## src/rtl/otbn_pkg.sv

```systemverilog
// Shared types for the OTBN base-subset multiply/divide sequencer and the base ALU interface.
package otbn_pkg;

  localparam int MuldivIterations = 32;

  typedef enum logic [1:0] {
    MdOpMul  = 2'd0,
    MdOpDivu = 2'd1,
    MdOpRemu = 2'd2
  } muldiv_op_e;

  typedef enum logic [1:0] {
    MdIdle = 2'd0,
    MdBusy = 2'd1,
    MdDone = 2'd2
  } muldiv_state_e;

  typedef enum logic [3:0] {
    AluOpBaseAdd = 4'd0,
    AluOpBaseSub = 4'd1,
    AluOpBaseXor = 4'd2,
    AluOpBaseOr  = 4'd3,
    AluOpBaseAnd = 4'd4,
    AluOpBaseNot = 4'd5
  } alu_base_op_e;

  typedef struct packed {
    alu_base_op_e op;
    logic [31:0]  operand_a;
    logic [31:0]  operand_b;
  } alu_base_operation_t;

endpackage

```

## src/rtl/otbn_alu_base_muldiv_seq.sv

```systemverilog
// Constant-time shift-add multiplier and restoring divider that borrows otbn_alu_base
// for its one add/subtract per iteration.
module otbn_alu_base_muldiv_seq
  import otbn_pkg::*;
#(
  parameter int NumIter = MuldivIterations
) (
  input  logic                clk_i,
  input  logic                rst_ni,
  input  logic                req_valid_i,
  output logic                req_ready_o,
  input  muldiv_op_e          req_op_i,
  input  logic [31:0]         req_operand_a_i,
  input  logic [31:0]         req_operand_b_i,
  output alu_base_operation_t alu_operation_o,
  input  logic [31:0]         alu_result_i,
  output logic                rsp_valid_o,
  input  logic                rsp_ready_i,
  output logic [31:0]         rsp_result_o,
  output logic                busy_o
);

  if (NumIter != 32) begin : gen_bad_num_iter
    $fatal(1, "otbn_alu_base_muldiv_seq: NumIter must be 32");
  end

  localparam logic [4:0] LastCnt = 5'(NumIter - 1);

  muldiv_state_e state_q, state_d;
  muldiv_op_e    op_q;
  logic [4:0]    cnt_q;
  // r_q is acc (MUL) or rem (DIV); s_q is mcand (MUL) or quo (DIV); b_q is mplier or divisor.
  logic [31:0]   r_q, s_q, a_q, b_q, result_q;
  logic [31:0]   r_n, s_n, res_n, tmp;
  logic          is_mul, last, ge;

  assign is_mul = (op_q == MdOpMul);
  assign last   = (cnt_q == LastCnt);
  assign tmp    = {r_q[30:0], s_q[31]};
  assign ge     = (tmp >= b_q);

  always_comb begin
    r_n   = r_q;
    s_n   = s_q;
    res_n = r_q;
    if (is_mul) begin
      r_n = b_q[cnt_q] ? alu_result_i : r_q;
      s_n = {s_q[30:0], 1'b0};
    end else begin
      r_n = ge ? alu_result_i : tmp;
      s_n = {s_q[30:0], ge};
    end
    res_n = (op_q == MdOpDivu) ? s_n : r_n;
  end

  always_ff @(posedge clk_i or negedge rst_ni) begin
    if (!rst_ni) begin
      state_q <= MdIdle;
    end else begin
      state_q <= state_d;
    end
  end

  always_comb begin
    state_d         = state_q;
    req_ready_o     = 1'b0;
    rsp_valid_o     = 1'b0;
    busy_o          = 1'b1;
    alu_operation_o = '{op: AluOpBaseAdd, operand_a: 32'd0, operand_b: 32'd0};
    case (state_q)
      MdIdle: begin
        req_ready_o = 1'b1;
        busy_o      = 1'b0;
        if (req_valid_i) state_d = MdBusy;
      end
      MdBusy: begin
        if (is_mul) begin
          alu_operation_o = '{op: AluOpBaseAdd, operand_a: r_q, operand_b: s_q};
        end else begin
          alu_operation_o = '{op: AluOpBaseSub, operand_a: tmp, operand_b: b_q};
        end
        if (last) state_d = MdDone;
      end
      MdDone: begin
        rsp_valid_o = 1'b1;
        if (rsp_ready_i) state_d = MdIdle;
      end
      default: state_d = MdIdle;
    endcase
  end

  always_ff @(posedge clk_i or negedge rst_ni) begin
    if (!rst_ni) begin
      op_q     <= MdOpMul;
      cnt_q    <= '0;
      r_q      <= '0;
      s_q      <= '0;
      a_q      <= '0;
      b_q      <= '0;
      result_q <= '0;
    end else begin
      case (state_q)
        MdIdle: begin
          if (req_valid_i) begin
            op_q  <= req_op_i;
            a_q   <= req_operand_a_i;
            b_q   <= req_operand_b_i;
            cnt_q <= '0;
            r_q   <= '0;
            s_q   <= req_operand_a_i;
          end
        end
        MdBusy: begin
          r_q   <= r_n;
          s_q   <= s_n;
          cnt_q <= cnt_q + 5'd1;
          if (last) result_q <= res_n;
        end
        default: ;
      endcase
    end
  end

  assign rsp_result_o = result_q;

  // Division by zero is expected to fall out of the datapath naturally, so it is checked, not muxed.
  assert property (@(posedge clk_i) disable iff (!rst_ni)
    (state_q == MdBusy && last && !is_mul && b_q == 32'd0) |-> (s_n == 32'hFFFF_FFFF && r_n == a_q));

  assert property (@(posedge clk_i) disable iff (!rst_ni)
    (rsp_valid_o && !rsp_ready_i) |=> $stable(rsp_result_o));

  assert property (@(posedge clk_i) disable iff (!rst_ni) !(req_ready_o && rsp_valid_o));

  assert property (@(posedge clk_i) disable iff (!rst_ni) !$isunknown(alu_operation_o));

endmodule

```

## config.mk

```make
export PLATFORM = sky130hd
export DESIGN_NAME = otbn_alu_base_muldiv_seq
export DESIGN_NICKNAME = d
export VERILOG_FILES = /design/src/rtl/otbn_pkg.sv /design/src/rtl/otbn_alu_base_muldiv_seq.sv
export SDC_FILE = /design/constraint.sdc
export NUM_CORES = 1
export LEC_CHECK = 0
export ABC_AREA = 1
export CAP_MARGIN = 20
export CORE_AREA = 2 2 165 135
export CTS_BUF_LIST = sky130_fd_sc_hd__clkbuf_16
export DETAILED_ROUTE_END_ITERATION = 12
export DIE_AREA = 0 0 167 137
export HOLD_SLACK_MARGIN = 0.03
export PLACE_DENSITY = 0.83
export REMOVE_ABC_BUFFERS = 1
export SYNTH_ARGS = -nofsm -noshare
export SYNTH_HDL_FRONTEND = slang
export SYNTH_SLANG_ARGS = --single-unit
```

## constraint.sdc

```tcl
create_clock -name clk_i -period 2.2 [get_ports clk_i]
set_input_delay 0.22 -clock clk_i [delete_from_list [all_inputs] [get_ports clk_i]]
set_output_delay 0.22 -clock clk_i [all_outputs]
set_load 0.02 [all_outputs]
```

==> flow_metrics.env <==
export IMPL_syn_inst=1286
export IMPL_synth_top_cell_by_area="dfrtp_1"
export IMPL_grt_use_total=0.2916
export IMPL_layout_drive_gt1_share=0.2853
export IMPL_worstMarginPinSlew_ns=0.5063
export IMPL_routed_wl_mm=36.50
export IMPL_drt_wirelength_per_cell_um=19.74
export IMPL_first_pass_iters=6
export IMPL_worst_slack_ns=-0.07771
export IMPL_min_period_ns=2.278
export IMPL_layout_common_cells="nand2_1 (349), dfrtp_1 (135), clkdlybuf4s50_1 (135)"
export IMPL_root_buffer="clkbuf_16"
export IMPL_synth_cell_types=35
export IMPL_worst_endpoint_required_ns=1.98
export IMPL_antenna_found_initial=0
export IMPL_min_period_over_period=1.035
export IMPL_synth_area_per_cell_um2=7.291
export IMPL_initialDrtViolationCount=1280
export IMPL_clk_latency_ns=0.43
export IMPL_grt_first_pass_wirelength_mm=52.69
export IMPL_crit_fanout=27
export IMPL_met2_length_mm=16.73
export IMPL_drv_cap=0
export IMPL_finalHoldViolations=0
export IMPL_violations="negative setup slack"
export IMPL_fill_cells=1727
export IMPL_die_h_um=137
export IMPL_maxSlewViolCount=0
export IMPL_grt_max_degree=98
export IMPL_die_w_um=167
export IMPL_grt_pass1_vias=9959
export IMPL_drc=0
export IMPL_outcome="finished with violations"
export IMPL_utilization=0.6453
export IMPL_whs_ns=0.2533
export IMPL_dp_hpwl_mm=22.77
export IMPL_clock_sinks=137
export IMPL_clock_skew_ns=0.008519
export IMPL_crit_buf_inv=3
export IMPL_yosysSeqAreaShare=0.3656
export IMPL_layout_commonest_cell="nand2_1"
export IMPL_max_freq_mhz=439.0
export IMPL_crit_family="buffers and inverters"
export IMPL_r2r_end="r_q[9]$_DFFE_PN0P_"
export IMPL_path_clk_slew_ns=0.06
export IMPL_io_buffers=201
export IMPL_dr_wl_met3_mm=3.982
export IMPL_cts_tree="built"
export IMPL_cp_arrival_ns=2.06
export IMPL_regToRegSetupSlack_ns=-0.02
export IMPL_met1Wirelength_mm=14.25
export IMPL_finalSetupViolCount=10
export IMPL_end_kind="primary output"
export IMPL_cts_buffer_depth=2
export IMPL_cpPeakStageDelay_ns=0.44
export IMPL_grt_overflow_total=0
export IMPL_synth_area_um2=9376
export IMPL_slowest_stage="dfrtp_2"
export IMPL_num_nets_final=1697
export IMPL_dieArea_um2=22880
export IMPL_hold_class="in2async"
export IMPL_n_antenna_cell=0
export IMPL_core_area_um2=21200
export IMPL_num_rows=48
export IMPL_cts_made_buffers=17
export IMPL_via_per_inst=5.752
export IMPL_highest_layer="met4"
export IMPL_drt_antenna_violating_nets=0
export IMPL_initial_utilization=0.4423
export IMPL_r2r_start="b_q[5]$_DFFE_PN0P_"
export IMPL_synth_warning_count=0
export IMPL_synth_top_area_share=0.3656
export IMPL_rsz0062_at_grt="yes"
export IMPL_synth_area_leaders="dfrtp_1 (37%), nand2_1 (15%), nand3_1 (7.5%), inv_1 (5.9%), ha_1 (4.5%)"
export IMPL_relSlewSlack=0.6624
export IMPL_crit_chain="nor2_4, buf_4, buf_12, o21ai_0, a21oi_1, clkdlybuf4s15_2"
export IMPL_gp_congestion=0.8734
export IMPL_htreeDepth=4
export IMPL_rr_worst_depth=16
export IMPL_syn_to_final_growth_pct=45.90
export IMPL_setup_worst_path_start_class="flop"
export IMPL_io_pins=205
export IMPL_vias=10640
export IMPL_crit_start="op_q[1]$_DFFE_PN0P_"
export IMPL_ys_ff_latch=137
export IMPL_path_class="reg2out"
-- worst reg2reg max path, cell delays in order, from the launching register on --
cell       delay [ns]
dfrtp_1          0.39
inv_2            0.09
ha_4             0.21
a21oi_2          0.13
nor2_1           0.05
nor2_1           0.16
nand2_2          0.10
nand2_2          0.08
nand2_2          0.09
nand2_8          0.15
buf_12           0.12
clkbuf_16        0.14
nand3_1          0.09
nand3_2          0.11
nand2_1          0.07
nand2_1          0.07
o21ai_1          0.06
-- cells in the mapped netlist (all sizes together) --
cell and instances:
nand3 175, nor3 1, clkbuf 44, nor2 28, nand4 1, dfrtp 137
buf 40, ha 34, o31ai 1, o21a 2, a21o 2, a21oi 82
o211ai 31, conb 1, inv 154, a22oi 31, clkinv 1, o21ai 113
nand2 406, o22ai 2
-- cells by family (layout without fill, tap and decap cells) --
| family | Yosys count | in the layout | synth area share |
|---|---|---|---|
| AOI/OAI and AO/OA | 264 | 264 | 0.1643 |
| adders and majority gates | 34 | 34 | 0.04537 |
| buffers and inverters | 239 | 525 | 0.1092 |
| DFF | 137 | 137 | 0.3656 |
| other | 1 | 3 | 0.0003999 |
| and+or+nand+nor | 611 | 611 | 0.3152 |
-- flip-flops by register name (all words and copies together) (netlist names) --
name	count
cnt_q	5
op_q	2
state_q	2
s_q	32
rsp_result_o	32
r_q	32
b_q	32
-- metrics by stage --
| stage | TNS [ns] | worst slack [ns] | std cells | instance area, um2 |
|---|---|---|---|---|
| final | -0.1820 | -0.07771 | 1849 | 13680 |
| after detailed placement | -0.07778 | -0.05516 | 1770 | 12200 |
| after floorplan | -591.26 | -4.360 | 1204 | 8945 |
| after global routing | -5.053 | -0.1309 | 1849 | 13680 |
| after global placement | 0 | 0.00009392 | 1770 | 12200 |
| after CTS | -0.009653 | -0.009653 | 1810 | 12830 |
-- worst max path at each step --
stage / slack (ns) / end / cells after the start
after floorplan: -4.36 / alu_operation_o[10] / 3
after global placement: 0.00009 / r_q[0]$_DFFE_PN0P_ / 12
after detailed placement: -0.06 / r_q[0]$_DFFE_PN0P_ / 12
after CTS: -0.01 / alu_operation_o[51] / 6
after global routing: -0.13 / rsp_result_o[10]$_DFFE_PN0P_ / 14
final: -0.08 / alu_operation_o[51] / 6
-- layer usage --
| metal | up-vias | track usage |
|---|---|---|
| li1 | 4765 | - |
| met1 | 4924 | 0.3890 |
| met2 | 792 | 0.4643 |
| met3 | 155 | 0.07490 |
| met4 | 0 | 0.09722 |
| met5 | - | 0 |
-- final cells by class --
class	instances	area (um2)	share of cell area
Clock buffer	17	425.4	0.03110
Clock inverter	15	152.6	0.01116
Inverter	155	584.3	0.04271
Multi-Input combinational cell	912	5544	0.4053
Sequential cell	137	3431	0.2508
Tap cell	275	344.1	0.02515
Timing Repair Buffer	338	3199	0.2339
-- timing repair --
action,CTS,global route
gates resized for setup,220,195
pin swaps,1,43
cloned,1,5
hold buffers,1,0
setup buffers,6,34
endpoints found under the hold margin,41,0
endpoints found under the setup margin,71,115
Power is not shown: default switching activity piles up to over one toggle a cycle in this logic, so the estimate is an artifact.
